## src/rtl/cascaded_bank_ram.sv

```systemverilog
// 32x8 RAM built from four 8x8 banks, registered read-first port, saturating write counter.
// Optional power-up clear sequence enabled by defining CASCADED_BANK_RAM_CLEAR_EN.
module cascaded_bank_ram #(
    parameter logic [7:0] CLEAR_VALUE = 8'h00
) (
    input  logic       clk_i,
    input  logic       rst_i,
    input  logic       wr_valid_i,
    output logic       wr_ready_o,
    input  logic [4:0] wr_addr_i,
    input  logic [7:0] wr_data_i,
    input  logic       rd_en_i,
    input  logic [4:0] rd_addr_i,
    output logic [7:0] rd_data_o,
    output logic       rd_valid_o,
    output logic       busy_o,
    output logic [5:0] wr_count_o
);

    localparam int unsigned NUM_BANKS  = 4;
    localparam int unsigned BANK_DEPTH = 8;

    function automatic logic [5:0] sat_inc(input logic [5:0] value);
        if (value == 6'd63) begin
            return value;
        end else begin
            return value + 6'd1;
        end
    endfunction

    logic       busy_s;
    logic       wr_ready_s;
    logic       clr_we_s;
    logic [4:0] clr_addr_s;
    logic       wr_accept_s;
    logic       rd_fire_s;
    logic       mem_we_s;
    logic [4:0] mem_addr_s;
    logic [7:0] mem_data_s;
    logic [NUM_BANKS-1:0] bank_we_s;
    logic [7:0] bank_rd_s [NUM_BANKS];

    logic [7:0] rd_data_q,  rd_data_d;
    logic       rd_valid_q, rd_valid_d;
    logic [5:0] wr_count_q, wr_count_d;

`ifdef CASCADED_BANK_RAM_CLEAR_EN
    typedef enum logic [0:0] {
        ST_IDLE  = 1'b0,
        ST_CLEAR = 1'b1
    } state_t;

    state_t     state_q, state_d;
    logic [4:0] ctr_q,   ctr_d;

    // Clear FSM state and sweep counter; reset restarts the sweep at address 0.
    always_ff @(posedge clk_i) begin
        if (rst_i) begin
            state_q <= ST_CLEAR;
            ctr_q   <= 5'd0;
        end else begin
            state_q <= state_d;
            ctr_q   <= ctr_d;
        end
    end

    // Clear FSM next state: one location per cycle, leave after location 31.
    always_comb begin
        state_d  = state_q;
        ctr_d    = ctr_q;
        clr_we_s = 1'b0;
        case (state_q)
            ST_CLEAR: begin
                clr_we_s = 1'b1;
                if (ctr_q == 5'd31) begin
                    state_d = ST_IDLE;
                    ctr_d   = 5'd0;
                end else begin
                    ctr_d   = ctr_q + 5'd1;
                end
            end
            ST_IDLE: begin
                state_d = ST_IDLE;
            end
            default: begin
                state_d = ST_CLEAR;
                ctr_d   = 5'd0;
            end
        endcase
    end

    assign busy_s     = (state_q == ST_CLEAR);
    assign clr_addr_s = ctr_q;
`else
    assign busy_s     = 1'b0;
    assign clr_we_s   = 1'b0;
    assign clr_addr_s = 5'd0;
`endif

    assign wr_ready_s  = ~busy_s;
    assign wr_accept_s = wr_valid_i & wr_ready_s;
    assign rd_fire_s   = rd_en_i & ~busy_s;

    // Clear and user writes are mutually exclusive; reset never writes the array.
    assign mem_we_s   = ~rst_i & (clr_we_s | wr_accept_s);
    assign mem_addr_s = clr_we_s ? clr_addr_s  : wr_addr_i;
    assign mem_data_s = clr_we_s ? CLEAR_VALUE : wr_data_i;

    // Bank select decode from the upper address bits.
    always_comb begin
        bank_we_s = {NUM_BANKS{1'b0}};
        if (mem_we_s) begin
            bank_we_s[mem_addr_s[4:3]] = 1'b1;
        end else begin
            bank_we_s = {NUM_BANKS{1'b0}};
        end
    end

    for (genvar b = 0; b < NUM_BANKS; b++) begin : g_bank
        logic [7:0] mem_q [BANK_DEPTH];

        // Per-bank storage, written only when its bank is selected.
        always_ff @(posedge clk_i) begin
            if (bank_we_s[b]) begin
                mem_q[mem_addr_s[2:0]] <= mem_data_s;
            end
        end

        assign bank_rd_s[b] = mem_q[rd_addr_i[2:0]];
    end

    // Output next state: the array is sampled before this edge's write lands.
    always_comb begin
        rd_valid_d = rd_fire_s;
        if (rd_fire_s) begin
            rd_data_d = bank_rd_s[rd_addr_i[4:3]];
        end else begin
            rd_data_d = rd_data_q;
        end
        if (wr_accept_s) begin
            wr_count_d = sat_inc(wr_count_q);
        end else begin
            wr_count_d = wr_count_q;
        end
    end

    // Registered read port and write counter.
    always_ff @(posedge clk_i) begin
        if (rst_i) begin
            rd_data_q  <= 8'h00;
            rd_valid_q <= 1'b0;
            wr_count_q <= 6'd0;
        end else begin
            rd_data_q  <= rd_data_d;
            rd_valid_q <= rd_valid_d;
            wr_count_q <= wr_count_d;
        end
    end

    assign wr_ready_o = wr_ready_s;
    assign busy_o     = busy_s;
    assign rd_data_o  = rd_data_q;
    assign rd_valid_o = rd_valid_q;
    assign wr_count_o = wr_count_q;

endmodule

```

## config.mk

```make
export PLATFORM = sky130hd
export DESIGN_NAME = cascaded_bank_ram
export DESIGN_NICKNAME = d
export VERILOG_FILES = /design/src/rtl/cascaded_bank_ram.sv
export SDC_FILE = /design/constraint.sdc
export NUM_CORES = 1
export LEC_CHECK = 0
export CORE_UTILIZATION = 30
export CTS_CLUSTER_DIAMETER = 80
export DETAILED_ROUTE_END_ITERATION = 12
export PLACE_DENSITY_LB_ADDON = 0.12
export SYNTH_ARGS = -nofsm -noshare
export SYNTH_HDL_FRONTEND = slang
export SYNTH_SLANG_ARGS = --single-unit
```

## constraint.sdc

```tcl
create_clock -name clk_i -period 5.69 [get_ports clk_i]
set_input_delay 0.569 -clock clk_i [delete_from_list [all_inputs] [get_ports clk_i]]
set_output_delay 0.569 -clock clk_i [all_outputs]
set_load 0.01 [all_outputs]
```

==> reports/metrics.csv <==
stage,metric,value,unit
grt,initial antenna violation count,1,
yosys,Synth top area share,0.715,
clocking,Worst-Skew Late Latency,540,ps
final_layout,# nets final,700,
floorplanning,I/O pins,39,
yosys,Cells after Synth,640,
power_and_ir_drop,Net Sw Frac,0.201,
critical_path,r2r startpoint,g_bank[1].mem_q[5][1]$_DFFE_PP_,
yosys,Syn Area/Cell,16.8,sq um
critical_path,critical path arrival,2980,ps
critical_path,CP Capture Type,register,
clocking,hold buffers post-CTS,0,
clocking,Post CTS Setup Buffer Count,0,
yosys,"area leader, netlist",edfxtp_1,
critical_path,cell depth of the worst flop-to-flop path,5,
floorplanning,Die ar.,36600,sq um
yosys,largest cells by area after synthesis,"edfxtp_1 (71%), mux2i_1 (12%), a22oi_1 (4.5%)",
yosys,register area share after synthesis,0.743,
grt,met1 GRT Util,0.216,
clocking,clock-pin slew on the worst setup and hold paths,60,ps
grt,met2 Use GR,0.241,
clocking,TritonCTS buffer count,29,
grt,first-pass GRT wire length,39800,microns
route,DRC,0,
timing,final worst slack,2880,ps
timing,RSZ-0062 raised after global routing,false,
floorplanning,core area,34900,sq um
final_layout,Finished Layout Cells,1153,
grt,vias in the first global route,5865,
place,Post-DP HPWL,17200,microns
power_and_ir_drop,P_sw,0.000911,W
timing,Final Hold Slack,506,ps
critical_path,capturing point of the worst reg2reg path,rd_data_o[1]$_SDFFE_PP0P_,
critical_path,worst path cell trace,"clkdlybuf4s50_1, nand2b_1, or3b_2, nor2_1",
floorplanning,Initial Utilization,0.308,
power_and_ir_drop,Pleak,4.23,nW
clocking,H-tree levels,1,
timing,Setup Viol. Count Final,0,
min_path,worst hold path type,register to register,
route,Total Wirelength,27200,microns
place,I/O Buffers,36,
status,status,finished clean,
run,MaxCap Viol Count,0,
critical_path,"Slowest-stage cell, CP",clkdlybuf4s50_1,
place,# placed instances,1101,
timing,Slew headroom,0.317,
timing,Final Hold Viols,0,
floorplanning,die width,191,microns
timing,period utilisation layout,0.493,
route,Vias,5643,
yosys,Post-Synthesis Cell Area,10800,sq um
floorplanning,die span in y,191,microns
power_and_ir_drop,Max VDD drop,215,uV
min_path,Worst Hold End,rd_data_o[0]$_SDFFE_PP0P_,
min_path,Hold Path Depth,2,
final_layout,P&R area growth vs syn,16.8,%
grt,largest net degree at the start of global routing,81,
yosys,Syn Nets,663,
clocking,TritonCTS clock tree,built,
min_path,hold wc startpoint,rd_data_o[0]$_SDFFE_PP0P_,
power_and_ir_drop,PwrDens,361,nW/um^2
place,gpl congestion,0.777,
yosys,YS warnings,0,
yosys,share of synthesized registers carrying an async set or reset,0,
yosys,Post-synth EDFFs,256,
power_and_ir_drop,Sequential Power Share,0.488,
critical_path,crit-path max FO,17,
final_layout,"commonest non-fill, non-tap cell in the layout",edfxtp_1,
clocking,Clock Tree Buf Depth,3,
critical_path,CP required,5870,ps
timing,Peak Freq,356,MHz
critical_path,Slowest Stage Delay on Critical Path,830,ps
yosys,register bit count reported by yosys,271,
grt,met3 Track Usage GR,0.0274,
floorplanning,Site Rows,68,
clocking,PostCTS Resize Cnt,0,
final_layout,share of cells above drive strength 1,0.0989,
critical_path,Crit Path Class,primary input to register,
timing,Pins Over Slew Limit,0,
place,Place WS,2340,ps
power_and_ir_drop,Comb power frac,0.053,
route,Initial DRC Count,321,
route,post-route ant nets,0,
grt,busiest grt layer,met2,
power_and_ir_drop,Int Power,0.00362,W
timing,Fin Setup TNS,0,ps
clocking,TritonCTS Sinks,271,
critical_path,Worst setup SP type,primary input,
route,Via density,4.89,
yosys,"Top FF cell, synth",edfxtp_1,
power_and_ir_drop,Total Power,0.00453,W
yosys,Synth cell types,33,
timing,worst-margin pin slew,1020,ps
route,Avg WL per Cell,23.6,microns
critical_path,R2R setup slack,3820,ps
timing,Clock Skew,8.24,ps
timing,Period minus WS final,2810,ps
final_layout,most frequent cells in the layout,"edfxtp_1 (256), mux2i_1 (129), a22oi_1 (64)",
grt,GRT Resource Usage Total,0.152,
power_and_ir_drop,Clock Power Share,0.459,
final_layout,Antenna Cells,0,
grt,total gr overflow,0,
clocking,clk root buf,clkbuf_16,
route,first-pass iteration count of the detailed router,7,
[sequential cells by signal, indices dropped and copies added (netlist names)]
register	cells
g_bank.mem_q	256
rd_data_o	8
wr_count_o	6
rd_valid_o	1
[cell usage after synthesis, types with 4 or more instances]
cell	count
edfxtp_1	256
mux2i_1	129
a22oi_1	64
nor2_1	48
a21oi_1	34
clkbuf_1	23
dfxtp_1	15
or4_1	8
buf_4	7
buf_6	5
a211oi_1	4
a211oi_2	4
nand2_1	4
nand3_1	4
or3_1	4
[worst max-delay path by stage]
stage           from                              end  depth (start not counted)
6_report       rst_i  g_bank[1].mem_q[6][1]$_DFFE_PP_                          4
4_1_cts        rst_i  g_bank[1].mem_q[6][0]$_DFFE_PP_                          4
3_5_place_dp   rst_i  g_bank[1].mem_q[6][0]$_DFFE_PP_                          4
2_1_floorplan  rst_i  g_bank[1].mem_q[5][0]$_DFFE_PP_                          5
3_3_place_gp   rst_i  g_bank[1].mem_q[7][0]$_DFFE_PP_                          4
5_1_grt        rst_i  g_bank[1].mem_q[3][1]$_DFFE_PP_                          4
[per-stage QoR]
| step | cell area [sq um] | utilization |
|---|---|---|
| floorplan | 10800 | - |
| global placement | 11500 | 0.330 |
| detailed placement | 11500 | 0.330 |
| CTS | 12600 | 0.360 |
| global route | 12600 | 0.360 |
| finish | 12600 | 0.360 |
[worst max-delay path: cells and delay by family]
family                 cells  cell delay (ps)
buffers and inverters      1              830
and+or+nand+nor            3             1570
[power groups by stage]
stage,registers [W],clock network [W],logic (W)
final,0.00221,0.00208,0.000239
after global routing,0.00221,0.00220,0.000259
after CTS,0.00221,0.00212,0.000244
after detailed placement,0.00225,0,0.000243
after global placement,0.00225,0,0.000242
after floorplan,0.00225,0,0.000128
[layout make-up]
type | count | area (sq um)
well taps | 455 | 569
fillers | 3269 | 22300
clock inverters | 18 | 314
multi-input cells | 328 | 2510
inverters | 1 | 3.75
flip-flops and latches | 271 | 7990
clock buffers | 34 | 744
repair buffers | 46 | 434
[kinds of logic (layout without fill, tap and decap cells)]
group	after synthesis	count (layout)	share of synthesized area
AOI/OAI and AO/OA	109	109	0.0693
xor gates and xnor gates	3	3	0.00244
adders and majority gates	1	1	0.00116
buffers and inverters	41	99	0.0254
DFF	271	271	0.743
muxes	129	129	0.120
other	2	2	0.000698
and+or+nand+nor	84	84	0.0384
[routing by layer]
layer  vias up  share of wire
met5         -        0.00048
met4         2          0.019
met3        38          0.056
met2       167           0.46
met1      2843           0.47
li1       2593              -
Power figures use the tool's default switching activity.
